===== src/rtl/wb_regfile_pkg.sv =====
// Shared constants and types for the write-back stage and integer register file.
package wb_regfile_pkg;

    localparam int unsigned XLEN = 64;
    localparam int unsigned NREG = 32;
    localparam int unsigned IDXW = $clog2(NREG);

    // Bit positions inside the W control bundle; bit 2 is reserved
    localparam int unsigned WB_REGWRITE = 0;
    localparam int unsigned WB_MEMTOREG = 1;
    localparam int unsigned WB_RESERVED = 2;

    localparam logic [2:0] F3_LB  = 3'b000;
    localparam logic [2:0] F3_LH  = 3'b001;
    localparam logic [2:0] F3_LW  = 3'b010;
    localparam logic [2:0] F3_LD  = 3'b011;
    localparam logic [2:0] F3_LBU = 3'b100;
    localparam logic [2:0] F3_LHU = 3'b101;
    localparam logic [2:0] F3_LWU = 3'b110;

    typedef enum logic {
        StScrub = 1'b0,
        StRun   = 1'b1
    } wb_state_e;

endpackage


===== src/rtl/wb_regfile_load_ext.sv =====
// Load-data sign/zero extender selected by funct3.
// Only built when WB_LOAD_EXT_EN is defined.
`ifdef WB_LOAD_EXT_EN
module wb_regfile_load_ext import wb_regfile_pkg::*; (
    input  logic [XLEN-1:0] din,
    input  logic [2:0]      funct3,
    output logic [XLEN-1:0] dout
);

    always_comb begin
        dout = din;
        case (funct3)
            F3_LB:   dout = {{(XLEN-8){din[7]}}, din[7:0]};
            F3_LH:   dout = {{(XLEN-16){din[15]}}, din[15:0]};
            F3_LW:   dout = {{(XLEN-32){din[31]}}, din[31:0]};
            F3_LBU:  dout = {{(XLEN-8){1'b0}}, din[7:0]};
            F3_LHU:  dout = {{(XLEN-16){1'b0}}, din[15:0]};
            F3_LWU:  dout = {{(XLEN-32){1'b0}}, din[31:0]};
            default: dout = din;
        endcase
    end

endmodule
`endif


===== src/rtl/wb_regfile.sv =====
// Write-back select plus 32-entry integer register file with write-through read bypass
// and a post-reset scrub. Define WB_LOAD_EXT_EN to extend load data here by funct3.
module wb_regfile import wb_regfile_pkg::*; (
    input  logic            clk,
    input  logic            rst,
    input  logic [2:0]      W,
    input  logic [XLEN-1:0] mem_d_out,
    input  logic [XLEN-1:0] ALU_out,
    input  logic [IDXW-1:0] RD_n,
    input  logic [2:0]      funct3,
    input  logic [IDXW-1:0] rs1_n,
    input  logic [IDXW-1:0] rs2_n,
    output logic [XLEN-1:0] rs1_data,
    output logic [XLEN-1:0] rs2_data,
    output logic [XLEN-1:0] wb_data,
    output logic            wb_we,
    output logic            busy
);

    logic [XLEN-1:0] regs_q [NREG];
    wb_state_e       state_q, state_d;
    logic [IDXW-1:0] idx_q, idx_d;
    logic            busy_q, busy_d;
    logic [XLEN-1:0] mem_data;
    logic            arr_we;
    logic [IDXW-1:0] arr_idx;
    logic [XLEN-1:0] arr_wdata;

`ifdef WB_LOAD_EXT_EN
    wb_regfile_load_ext u_load_ext (
        .din    (mem_d_out),
        .funct3 (funct3),
        .dout   (mem_data)
    );
    logic unused_w;
    assign unused_w = W[WB_RESERVED];
`else
    // MEM stage has already extended the load data
    assign mem_data = mem_d_out;
    logic unused_bits;
    assign unused_bits = ^{W[WB_RESERVED], funct3};
`endif

    assign wb_data = W[WB_MEMTOREG] ? mem_data : ALU_out;
    assign wb_we   = W[WB_REGWRITE] & (RD_n != '0) & ~busy_q;
    assign busy    = busy_q;

    always_comb begin
        state_d = state_q;
        idx_d   = idx_q;
        busy_d  = busy_q;
        case (state_q)
            StScrub: begin
                idx_d = idx_q + 1'b1;
                if (idx_q == IDXW'(NREG - 1)) begin
                    state_d = StRun;
                    busy_d  = 1'b0;
                end
            end
            StRun: begin
            end
            default: state_d = StScrub;
        endcase
    end

    always_ff @(posedge clk) begin
        if (!rst) begin
            state_q <= StScrub;
            idx_q   <= IDXW'(1);
            busy_q  <= 1'b1;
        end else begin
            state_q <= state_d;
            idx_q   <= idx_d;
            busy_q  <= busy_d;
        end
    end

    // Scrub and write-back never overlap: wb_we is gated by busy
    always_comb begin
        arr_we    = 1'b0;
        arr_idx   = RD_n;
        arr_wdata = wb_data;
        if (state_q == StScrub) begin
            arr_we    = 1'b1;
            arr_idx   = idx_q;
            arr_wdata = '0;
        end else if (wb_we) begin
            arr_we = 1'b1;
        end
    end

    always_ff @(posedge clk) begin
        if (rst && arr_we) begin
            regs_q[arr_idx] <= arr_wdata;
        end
    end

    assign rs1_data = (busy_q || rs1_n == '0) ? '0 :
                      (wb_we && rs1_n == RD_n) ? wb_data : regs_q[rs1_n];
    assign rs2_data = (busy_q || rs2_n == '0) ? '0 :
                      (wb_we && rs2_n == RD_n) ? wb_data : regs_q[rs2_n];

endmodule


===== config.mk =====
export PLATFORM = sky130hd
export DESIGN_NAME = wb_regfile
export DESIGN_NICKNAME = d
export VERILOG_FILES = /design/src/rtl/wb_regfile_pkg.sv /design/src/rtl/wb_regfile_load_ext.sv /design/src/rtl/wb_regfile.sv
export SDC_FILE = /design/constraint.sdc
export NUM_CORES = 2
export LEC_CHECK = 0
export BUFFER_PORTS_ARGS = -buffer_cell sky130_fd_sc_hd__buf_2
export CAP_MARGIN = 20
export CELL_PAD_IN_SITES_DETAIL_PLACEMENT = 0
export CELL_PAD_IN_SITES_GLOBAL_PLACEMENT = 1
export CORE_MARGIN = 8
export CORE_UTILIZATION = 56
export CTS_CLUSTER_DIAMETER = 120
export DETAILED_ROUTE_END_ITERATION = 16
export PLACE_DENSITY = 0.81
export SLEW_MARGIN = 20
export SYNTH_ARGS = -nofsm -noshare
export SYNTH_HDL_FRONTEND = slang
export SYNTH_SLANG_ARGS = --single-unit

===== constraint.sdc =====
create_clock -name clk -period 5.9 [get_ports clk]
set_clock_uncertainty 0.1 [all_clocks]
set_input_delay 0 -clock clk [delete_from_list [all_inputs] [get_ports clk]]
set_output_delay 0 -clock clk [all_outputs]
set_load 0.05 [all_outputs]

=== Yosys cells after proc, flatten, opt, wreduce, memory -nomap -nowiden ===
Memory sizes are Yosys's and may differ from the RTL's.
Index checks and enable logic that the tools add are counted.

* Bits in registers: 7
* Memory bits (writable): 2048
* Output and inout port bits: 194
* Memories: 1

* $add $sub $neg: 1
* Eq/ne operators: 3
* Mux-type cells: 13
* Bitwise gates (word level): 4
* Reductions and logical operators: 9

{| class="wikitable"
|+ Memories
! memory !! depth !! width !! rd ports !! clocked after memory_dff !! wr ports !! RTL line !! RTL
|-
| regs_q || 32 || 64 || 2 || 0 || 1 || wb_regfile.sv:20 || <nowiki>logic [XLEN-1:0] regs_q [NREG];</nowiki>
|}

{| class="wikitable"
|+ Operator list
! cell !! count
|-
| $mux W64 || 6
|-
| $eq A5 B5 Y1 || 2
|-
| $logic_not A5 Y1 || 2
|-
| $mux W1 || 6
|-
| $add A5 B1 Y5 const B || 1
|-
| $eq A5 B5 Y1 const B || 1
|-
| $mux W5 || 1
|-
| $reduce_bool A5 Y1 || 1
|-
| $logic_and A1 B1 Y1 || 3
|-
| $and A1 B1 Y1 || 2
|-
| $logic_or A1 B1 Y1 || 2
|-
| $not A1 Y1 || 2
|-
| $reduce_and A2 Y1 || 1
|}

=== Depth between registers and ports, before layout ===
* Word-level depth: 8
* Depth in mapped cells: 10
* Mapped depth without buffers: 6

=== Least setup slack after synthesis ===
No wires, ideal clock.

* Kind: register -> register
* From: register busy_q (netlist: busy)
* To: memory regs_q[0][0] (enable)
* Setup time: 0.486 ns
* Data arrival time: 4.074 ns
* Required time: 5.314 ns
* Setup slack: 1.240 ns
* Cell stages (with the launch flop): 6
* Path buffers: 0
* Period minus slack after synthesis: 4.660 ns
* Path through: dfxtp_1 nand2b_1 o21bai_1 o22ai_1 nand3_1 nor2_1

* Cells in the longest elaborated chain, start to end: 7

{| class="wikitable"
|+ RTL lines
! what !! RTL line !! RTL
|-
| from (decl) || wb_regfile.sv:23 || <nowiki>logic busy_q, busy_d;</nowiki>
|-
| from (signal assigned) || wb_regfile.sv:74 || <nowiki>busy_q <= busy_d;</nowiki>
|-
| $not A1 Y1 || wb_regfile.sv:45 || <nowiki>assign wb_we = W[WB_REGWRITE] & (RD_n != '0) & ~busy_q;</nowiki>
|-
| $and A1 B1 Y1 || wb_regfile.sv:45 ||
|-
| $mux W1 || wb_regfile.sv:87 || <nowiki>end else if (wb_we) begin</nowiki>
|-
| $mux W1 || wb_regfile.sv:83 || <nowiki>if (state_q == StScrub) begin</nowiki>
|-
| $logic_and A1 B1 Y1 || wb_regfile.sv:93 || <nowiki>if (rst && arr_we) begin</nowiki>
|-
| $mux W1 || wb_regfile.sv:93 ||
|-
| $mux W1 (implied by the code) || wb_regfile.sv:94 || <nowiki>regs_q[arr_idx] <= arr_wdata;</nowiki>
|-
| to (decl) || wb_regfile.sv:20 ||
|}

No other way between the ends.

=== Final worst setup path ===
* From: register state_q
* To: memory regs_q[10][29] (enable)

* Cells in the longest elaborated chain, start to end: 4
* Elaborated cells between the ends (all ways): 5
* Those cells by class: mux (4); reduce/logical (1)

{| class="wikitable"
|+ RTL lines
! what !! RTL line !! RTL
|-
| from (decl) || wb_regfile.sv:21 || <nowiki>wb_state_e state_q, state_d;</nowiki>
|-
| from (signal assigned) || wb_regfile.sv:68 || <nowiki>state_q <= StScrub;</nowiki>
|-
| from (signal assigned) || wb_regfile.sv:72 || <nowiki>state_q <= state_d;</nowiki>
|-
| $mux W1 || wb_regfile.sv:83 ||
|-
| $logic_and A1 B1 Y1 || wb_regfile.sv:93 ||
|-
| $mux W1 || wb_regfile.sv:93 ||
|-
| $mux W1 (implied by the code) || wb_regfile.sv:94 ||
|}

Several ways; a longest one is shown, not always the timed one.

==> impl_metrics.env <==
export IMPL_startpoint="state_q$_SDFF_PN0_"
export IMPL_finalCriticalPeriod_ns=4.78
export IMPL_synth_ff_type="edfxtp_1"
export IMPL_io_buffer_count=340
export IMPL_place_inst=6670
export IMPL_power_leakage_nw=33.1
export IMPL_final_common_cell="edfxtp_1"
export IMPL_stdcell_count=7061
export IMPL_fmax_ghz=0.209
export IMPL_avgSynthCellArea_um2=22.7
export IMPL_hp_class="primary input to flip-flop"
export IMPL_wl_per_cell_um=38.9
export IMPL_dieArea_um2=186000
export IMPL_fp_dieW_um=431
export IMPL_yosysWarnings=0
export IMPL_ys_seq_elements=2055
export IMPL_vias=52704
export IMPL_synth_edff_count=2048
export IMPL_yosys_area_top_type="edfxtp_1"
export IMPL_clock_latency_ns=0.85
export IMPL_drt_first_pass_iters=8
export IMPL_numCtsBuffers=205
export IMPL_synthTopCellsByArea="edfxtp_1, mux4_2, mux2i_1"
export IMPL_rsz0062_at_grt="false"
export IMPL_pre_cts_slack_ns=1.88
export IMPL_syn_cell_area_um2=96400
export IMPL_coreArea_um2=171000
export IMPL_drtAntennaViolNets=0
export IMPL_slew_headroom_pct=17.2
export IMPL_powerDensity_nw_per_um2=286
export IMPL_globalRouteTotalUtil_pct=29.3
export IMPL_drcViolationCount=0
export IMPL_report_final_slew_viol_count=0
export IMPL_combPwrFrac_pct=6.6
export IMPL_antenna_found_initial=7
export IMPL_p_int_mw=24.0
export IMPL_io_pins=345
export IMPL_finalSetupTns_ns=0
export IMPL_syn_to_final_growth_pct=12.2
export IMPL_grt_pass1_wl_mm=392
export IMPL_worst_pin_slew_ns=1.24
export IMPL_yosysUniqueCellTypes=48
export IMPL_r2r_start="state_q$_SDFF_PN0_"
export IMPL_fin_crit_sh_pct=81.1
export IMPL_fp_row_count=152
export IMPL_hold_depth=3
export IMPL_postCtsSetupRepairBufs=0
export IMPL_async_flop_share_pct=0
export IMPL_setup_viol=0
export IMPL_hp_start="mem_d_out[7]"
export IMPL_initial_core_util_pct=56.2
export IMPL_yosysSeqAreaShare_pct=64.0
export IMPL_synthCells=4249
export IMPL_cts_tree="done"
export IMPL_seqPwrFrac_pct=51.6
export IMPL_holdWs_ns=0.0540
export IMPL_first_global_vias=53742
export IMPL_cts_buffer_depth=3
export IMPL_initialDrtViolationCount=7577
export IMPL_dpl_hpwl_mm=147
export IMPL_cts_sinks=2055
export IMPL_die_y_um=431
export IMPL_cts_root_buf="clkbuf_16"
export IMPL_grt_max_degree=116
export IMPL_clkPwrFrac_pct=41.8
export IMPL_status="complete, no violations"
export IMPL_worstSetupEndpointType="flip-flop"
export IMPL_wirelength_mm=275
export IMPL_final_cell_mix="edfxtp_1, mux4_2, buf_2, clkbuf_16, buf_4"
export IMPL_fin_nets=4726
export IMPL_critPathKind="flip-flop to flip-flop"
export IMPL_arrival_ns=5.15
export IMPL_use_met3_pct=5.36
export IMPL_cap_violations=0
export IMPL_cts_resized=0
export IMPL_startpoint_type="flip-flop"
export IMPL_h_tree_depth=4
export IMPL_nFillCells=11266
export IMPL_hold_viol_final=0
export IMPL_vias_per_cell=7.46
export IMPL_p_sw_share_pct=22.4
export IMPL_syn_nets=4402
export IMPL_grt_use_met1_pct=40.9
export IMPL_path_clk_slew_ns=0.06
export IMPL_yosysTopAreaCellShare_pct=63.8
export IMPL_grt_busiest_layer="met2"
export IMPL_ir_drop_mv=0.326
export IMPL_place_gp_congestion=0.772
export IMPL_switching_power_mw=6.92
export IMPL_drive_above_1_share_pct=45.3
export IMPL_crit_fanout=47
export IMPL_overflow=0
export IMPL_setup_slack_ns=1.12
export IMPL_critical_path_required_ns=6.26
export IMPL_reg2reg_depth=8
export IMPL_grt_util_met2_pct=47.5
## flip-flops by register name, indices dropped and copies added, names as in the netlist
name,count
state_q,1
idx_q,5
regs_q,2048
busy,1
## metal layers
metal,routed length (um),vias to the layer above
li1,-,19873
met1,99800,28597
met2,135000,3636
met3,29000,594
met4,10400,4
met5,27,-
## cell usage after synthesis, types with 4 or more instances
cell and n:
mux2_2 64, a21oi_1 4, nor2_1 39, o2bb2ai_1 55, clkbuf_1 191, buf_4 4
nand3_1 28, and4b_1 63, and2_1 67, a221oi_1 6, a221o_1 63, buf_1 40
mux4_2 1269, o21ai_0 4, inv_1 8, buf_6 11, xnor2_1 12, dfxtp_1 7
nand2b_1 4, buf_2 114, nor2b_1 6, nor3_1 5, edfxtp_1 2048, mux2i_1 72
nand2_1 36
## per-stage QoR
stage | utilization (%) | cell area [um^2] | power [mW]
6_report | 63.1 | 108000 | 31.0
2_1_floorplan | - | 96400 | 17.7
3_5_place_dp | 59.2 | 101000 | 18.3
4_1_cts | 63.1 | 108000 | 31.1
5_1_grt | 63.1 | 108000 | 31.7
3_3_place_gp | 59.2 | 101000 | 18.3
## kinds of logic after synthesis
kind of cell | Yosys count | synth area share, %
compound gates | 148 | 1.38
xor+xnor | 13 | 0.118
fa+ha+maj | 2 | 0.0260
buf+inv | 368 | 1.68
flops | 2055 | 64.0
mux | 1405 | 31.1
simple gates | 258 | 1.69
## worst max-delay path, stage by stage, from the launching register on
cell and delay [ns]:
dfxtp_4 0.75, buf_4 0.91, nand2_1 0.09, o21ai_0 0.18
dlygate4sd3_1 0.60, nand2_1 0.06, dlygate4sd3_1 0.72, nor2_4 0.46
buf_4 0.46
## area by class of cell
class | instances | area [um^2] | area share [%]
diodes | 1 | 2.50 | 0.00231
clock buffers | 250 | 5320 | 4.92
clock inverters | 134 | 1310 | 1.21
inverters | 8 | 40.0 | 0.0370
multi-input cells | 1826 | 33400 | 30.9
flip-flops and latches | 2055 | 61600 | 57.0
well taps | 2310 | 2890 | 2.67
repair buffers | 477 | 3560 | 3.29
## worst paths after layout
kind	to	slack [ns]
worst min register to register	idx_q[4]$_SDFFE_PN0N_	0.48
worst min-delay path	regs_q[12][7]$_DFFE_PP_	0.05
worst max register to register	regs_q[10][29]$_DFFE_PP_	1.12
worst max-delay path	regs_q[10][29]$_DFFE_PP_	1.12
## power groups by stage
stage / registers [mW] / logic [mW] / clock network, mW
floorplan: 16.3 / 1.41 / 0
global placement: 16.3 / 2.04 / 0
detailed placement: 16.3 / 2.05 / 0
CTS: 16.0 / 2.06 / 13.0
global route: 16.0 / 2.13 / 13.6
finish: 16.0 / 2.04 / 12.9
## repair_timing
item                                   4_1_cts  5_1_grt
setup endpoints to repair                    0        0
endpoints found under the hold margin       19        0
hold buffers                                 6        0
(Power assumes the default switching activity.)
